**src/rtl/ifetch_queue.sv**
```systemverilog
// Instruction-fetch front end: PC, ROM request issue with credit flow control, DEPTH-entry
// FIFO ahead of IF/ID, jump redirect with flush. Optional IFETCH_QUEUE_BYPASS_EN forwards an empty-queue response.
module ifetch_queue #(
    parameter int unsigned       ADDR_W   = 32,
    parameter int unsigned       INST_W   = 32,
    parameter int unsigned       DEPTH    = 4,
    parameter logic [ADDR_W-1:0] RESET_PC = '0
) (
    input  logic                       clk,
    input  logic                       rst,
    output logic                       rom_req_o,
    output logic [ADDR_W-1:0]          rom_addr_o,
    input  logic [INST_W-1:0]          rom_inst_i,
    input  logic                       jump_en_i,
    input  logic [ADDR_W-1:0]          jump_addr_i,
    output logic [INST_W-1:0]          inst_o,
    output logic [ADDR_W-1:0]          inst_addr_o,
    output logic                       valid_o,
    input  logic                       ready_i,
    output logic [$clog2(DEPTH+1)-1:0] count_o
);

    localparam int unsigned PW = $clog2(DEPTH);
    localparam int unsigned CW = $clog2(DEPTH + 1);

    logic [ADDR_W-1:0] pc;
    logic              inflight;
    logic [ADDR_W-1:0] inflight_addr;
    logic [INST_W-1:0] mem_inst [DEPTH];
    logic [ADDR_W-1:0] mem_addr [DEPTH];
    logic [PW-1:0]     wptr;
    logic [PW-1:0]     rptr;
    logic [CW-1:0]     count;

    logic              resp_live;
    logic              pop;
    logic              fifo_pop;
    logic              push;
    logic [CW:0]       occupancy;
    logic              credit;

    // A response is only usable when the cycle is not being redirected.
    assign resp_live = inflight & ~jump_en_i;

`ifdef IFETCH_QUEUE_BYPASS_EN
    logic bypass;
    assign bypass      = resp_live & (count == '0);
    assign valid_o     = (count != '0) | bypass;
    assign inst_o      = bypass ? rom_inst_i    : mem_inst[rptr];
    assign inst_addr_o = bypass ? inflight_addr : mem_addr[rptr];
    assign pop         = valid_o & ready_i & ~jump_en_i;
    assign fifo_pop    = pop & ~bypass;
    assign push        = resp_live & ~(bypass & ready_i);
`else
    assign valid_o     = (count != '0);
    assign inst_o      = mem_inst[rptr];
    assign inst_addr_o = mem_addr[rptr];
    assign pop         = valid_o & ready_i & ~jump_en_i;
    assign fifo_pop    = pop;
    assign push        = resp_live;
`endif

    // Reserve a slot for every outstanding fetch so a push never meets a full FIFO.
    assign occupancy  = (CW+1)'(count) + (CW+1)'(inflight) - (CW+1)'(pop);
    assign credit     = occupancy < (CW+1)'(DEPTH);
    assign rom_req_o  = credit & ~jump_en_i & ~rst;
    assign rom_addr_o = pc;
    assign count_o    = count;

    always_ff @(posedge clk) begin
        if (rst) begin
            pc            <= RESET_PC;
            inflight      <= 1'b0;
            inflight_addr <= '0;
            wptr          <= '0;
            rptr          <= '0;
            count         <= '0;
            for (int i = 0; i < int'(DEPTH); i++) begin
                mem_inst[i] <= '0;
                mem_addr[i] <= '0;
            end
        end else if (jump_en_i) begin
            pc       <= jump_addr_i & ~ADDR_W'(3);
            inflight <= 1'b0;
            wptr     <= '0;
            rptr     <= '0;
            count    <= '0;
        end else begin
            if (rom_req_o) begin
                pc            <= pc + ADDR_W'(4);
                inflight_addr <= pc;
            end
            inflight <= rom_req_o;
            if (push) begin
                mem_inst[wptr] <= rom_inst_i;
                mem_addr[wptr] <= inflight_addr;
                wptr           <= wptr + PW'(1);
            end
            if (fifo_pop) begin
                rptr <= rptr + PW'(1);
            end
            count <= count + CW'(push) - CW'(fifo_pop);
        end
    end

endmodule

```
**config.mk**
```make
export PLATFORM = sky130hd
export DESIGN_NAME = ifetch_queue
export DESIGN_NICKNAME = d
export VERILOG_FILES = /design/src/rtl/ifetch_queue.sv
export SDC_FILE = /design/constraint.sdc
export NUM_CORES = 1
export LEC_CHECK = 0
export ABC_CLOCK_PERIOD_IN_PS = 7400
export BUFFER_PORTS_ARGS = -buffer_cell sky130_fd_sc_hd__buf_2
export CAP_MARGIN = 10
export CORE_MARGIN = 5
export CORE_UTILIZATION = 35
export CTS_CLUSTER_DIAMETER = 120
export DETAILED_ROUTE_END_ITERATION = 6
export PLACE_DENSITY_LB_ADDON = 0.25
export REMOVE_ABC_BUFFERS = 1
export SLEW_MARGIN = 20
export SYNTH_ARGS = -nofsm -noshare
export SYNTH_HDL_FRONTEND = slang
export SYNTH_SLANG_ARGS = --single-unit
```
**constraint.sdc**
```tcl
create_clock -name clk -period 7.4 [get_ports clk]
set_input_delay 0.37 -clock clk [delete_from_list [all_inputs] [get_ports clk]]
set_output_delay 0.37 -clock clk [all_outputs]
set_load 0.05 [all_outputs]
```
# Yosys cells after proc, flatten, opt, wreduce, memory -nomap -nowiden
# Memory sizes are Yosys's and may differ from the RTL's. A register that Yosys moved wholly into a read port is not among the register bits.
# Index checks and enable logic that the tools add are counted.
# totals
register_bits	72
latchBits	0
ramBits	256
romBits	0
input_bits	68
out_inout_bits	101
mem_count	2
# mem_list
name	depth	word_bits	rd	rd_ports_with_merged_regs	wr	line	text
mem_addr	4	32	1	1	4	30	logic [ADDR_W-1:0] mem_addr [DEPTH];
mem_inst	4	32	1	1	4	29	logic [INST_W-1:0] mem_inst [DEPTH];
# classes
addsub	7
n_mul	0
div	0
n_lt_le_gt_ge	1
eq_ne	0
shifts	0
muxes	18
bitwise	7
n_reduce_logical	6
# ops
cell	count
$mux W32	4
$reduce_or A32 Y1	2
$add A32 B3 Y32 const B	1
$mux W2	6
$mux W1	8
$and A1 B1 Y1	5
$add A2 B1 Y2 const B	2
$add A3 B1 Y4	1
$lt A4 B3 Y1 const B	1
$sub A4 B1 Y4	1
$add A3 B1 Y3	1
$reduce_bool A3 Y1	1
$sub A3 B1 Y3	1
$not A1 Y1	2
$reduce_and A2 Y1	1
$reduce_bool A2 Y1	1
$reduce_or A2 Y1	1

# Longest topological paths before layout
# depth
ltp_word	9
depth_mapped	14
mapped_depth_nobuf	11

# Worst setup path before layout
# OpenSTA, ideal clock, no wires.
# synth_timing
path_type	input to register
start	in jump_en_i
end	mem mem_addr[3][10] (enable)
setup_ns	0.568
arrival_ns	5.637
setup_slack_ns	1.195
cell_stages	6
n_path_buf	3
cell_sequence	clkbuf_1 > inv_1 > clkbuf_1 > clkbuf_1 > nand3_1 > o21ai_0
# synth_lines
item	line	text
from (decl)	14	input logic jump_en_i,
to (decl)	30	

# Worst setup path after layout
# layout_timing
start	reg count[2], in the netlist count_o[2]
end	out rom_req_o
# layout_via
elab_chain_cells	7
word_cells_on_any_way	8
classes_between	2 x add/sub; 1 x order compare; 4 x bitwise; 1 x reduce/logical
# layout_rtl
item	line	text
from (decl)	33	logic [CW-1:0] count;
from (signal assigned)	102	count <= count + CW'(push) - CW'(fifo_pop);
$reduce_bool A3 Y1	55	assign valid_o = (count != '0);
$and A1 B1 Y1 (2 in series)	58	assign pop = valid_o & ready_i & ~jump_en_i;
named net fifo_pop	37	logic fifo_pop;
$sub A4 B1 Y4	64	assign occupancy = (CW+1)'(count) + (CW+1)'(inflight) - (CW+1)'(pop);
$lt A4 B3 Y1	65	assign credit = occupancy < (CW+1)'(DEPTH);
$and A1 B1 Y1 (2 in series)	66	assign rom_req_o = credit & ~jump_en_i & ~rst;
to (decl)	11	output logic rom_req_o,
# The timed path passes the listed nets, and every way through them passes these cells.

==> reports/results.txt <==
die area: 43000 um^2
drt drc: 0
Row Count: 72
synthesized area: 13600 um^2
CTS Root Cell: clkbuf_16
crit-path most repeated cell: ha_1
Pwr Total: 0.00408 W
fraction of registers with async set/reset: 0
Hold WS: 0.126 ns
CTS tree: done
CP required: 7.03 ns
max_cap viols: 0
RSZ-0062 raised after global routing: no
number of DRC markers in iteration 0: 578
initial antenna violation count: 1
CTS H-tree depth: 2
first-pass GRT wire length: 53900 um
Peak VDD IR: 0.149 mV
Final Max Slew Viols: 0
Final Cell Area: 16100 um^2
Top delay family on crit path: simple AND/OR/NAND/NOR gates
setup TNS: 0 ns
cell count after synthesis: 1080
Final setup violation count: 0
Leakage Power: 6.23 nW
Worst path max stage delay: 0.52 ns
hold_buf cts: 0
period utilization: 0.572
Wirelength per Cell: 19.6 um
HP Class: in -> reg
vias: 8759
Synth-to-Final Area Change: 18.2%
Die Y-Extent: 207 um
EDFF count, synth: 248
DIE WIDTH: 207 um
clk buf depth: 3
CP cell instances: or3_1 -> and3_1 -> ha_1 -> inv_1 -> ha_1 -> and3b_1 -> nor4_1 -> o21ai_2 -> buf_4 -> inv_2 -> buf_2
Post-DP Area: 15000 um^2
post-cts gate resize count: 0
drt total wl: 34600 um
critical path depth in cells: 11
maximum clock rate: 236 MHz
total congestion overflow: 0
final setup margin: 3.16 ns
DR vias/cell: 4.97
Seq cells post-synth: 318
Worst-Skew Late Latency: 0.50 ns
worst slack, placed: 3.11 ns
initial core utilization: 0.353
diode count: 0
Worst Skew: 0.0135 ns
Worst Reg-to-Reg Cells: 10
Crit. End Element: output port
vias in the first global route: 9074
power per cell area: 253 nW/um^2
core area: 38600 um^2
Crit Path Max Fanout: 32
Port Buffers: 162
I/O pins: 169
Hold Path Depth: 3
Critical Setup Path Class: reg -> out
CTS Buf Count: 36
commonest non-fill, non-tap cells in the layout: edfxtp_1, nor2_1, buf_2, nand2_1, inv_1
GP Congestion: 0.767
NumNets Final: 1299
clock sink count: 318
Distinct cells, synth: 49
clock-pin slew on the worst setup and hold paths: 0.06 ns
Initial DRT Pass Iterations: 5
Routed Antenna Nets: 0
worst rel slew slack: 0.295
dpl hpwl: 20500 um
measured slew at the worst slew-check pin: 1.06 ns
crit start category: register
final hold viol count: 0
Ys Warns: 0
Avg Cell Area, Syn: 12.6 um^2
Critical Path AT: 3.87 ns
worst path bufs/invs: 4
largest net degree at the start of global routing: 64
status: completed
crit path time final: 4.24 ns
post-synthesis sequential area ratio: 0.650
Setup Fix Bufs, Post-CTS: 0
GR Util All Layers: 0.158
predominant post-synthesis flop cell: edfxtp_1
share of layout cells above drive strength 1: 0.243
most common cell after layout, fill and taps aside: edfxtp_1
slowest cell on the critical path: inv_2
sequential cells by signal, summed over array words and instances (netlist names), named ones only:
register       cells
rptr               2
mem_addr         120
count_o            3
mem_inst         128
wptr               2
inflight           1
rom_addr_o        30
inflight_addr     30
path summary, 6_finish.rpt:
kind / start / endpoint / slack, ns
setup / recovery: count_o[2]$_SDFF_PP0_ / rom_req_o / 3.16
hold / removal: jump_addr_i[5] / rom_addr_o[5]$_SDFFE_PP0P_ / 0.13
setup reg to reg: count_o[2]$_SDFF_PP0_ / rom_addr_o[19]$_SDFFE_PP0P_ / 3.76
hold reg to reg: inflight_addr[24]$_SDFFE_PP0P_ / inflight_addr[24]$_SDFFE_PP0P_ / 0.46
worst min-delay path: stages:
cell	delay [ns]
buf_2	0.09
inv_1	0.04
a2111oi_0	0.07
area by class of cell:
cell class	instances	area [um^2]
Clock buffer	43	948
Clock inverter	16	160
Fill cell	3714	22500
Inverter	85	319
Multi-Input combinational cell	607	4230
Sequential cell	318	8860
Tap cell	518	648
Timing Repair Buffer	176	936
per-stage QoR:
step,utilization,instances
final,0.418,1763
after global routing,0.418,1763
after CTS,0.417,1763
after detailed placement,0.389,1704
after global placement,0.388,1703
after floorplan,-,1010
per-layer routing:
layer  GRT usage  part of all wire  up-vias
li1            -                 -     4125
met1       0.218              0.43     4335
met2       0.265              0.49      253
met3      0.0310             0.061       46
met4      0.0326             0.018        0
met5           0                 0        -
power breakdown:
| group | leakage, nW | internal, W | switching [W] |
|---|---|---|---|
| registers | 3.14 | 0.00200 | 0.0000414 |
| logic | 2.55 | 0.0000874 | 0.000253 |
| clock network | 0.533 | 0.00101 | 0.000688 |
cell families after synthesis:
group / count (synthesis) / synth area share
and+or+nand+nor: 420 / 0.136
DFF: 318 / 0.650
buffers and inverters: 158 / 0.0462
AOI/OAI and AO/OA: 99 / 0.0481
muxes: 63 / 0.103
xor gates and xnor gates: 14 / 0.00900
adders and majority gates: 7 / 0.00698
other: 1 / 0.000275
synth_stat cells (all sizes together) (15+ instances only):
master,n,area [um^2]
a21oi,37,185
inv,85,319
mux4,62,1400
clkbuf,56,211
nand2,144,541
dfxtp,70,1400
edfxtp,248,7450
buf,17,98.8
a211oi,15,113
nor2,184,691
and2,35,219
Note: power is estimated with default switching activity, not from simulation.
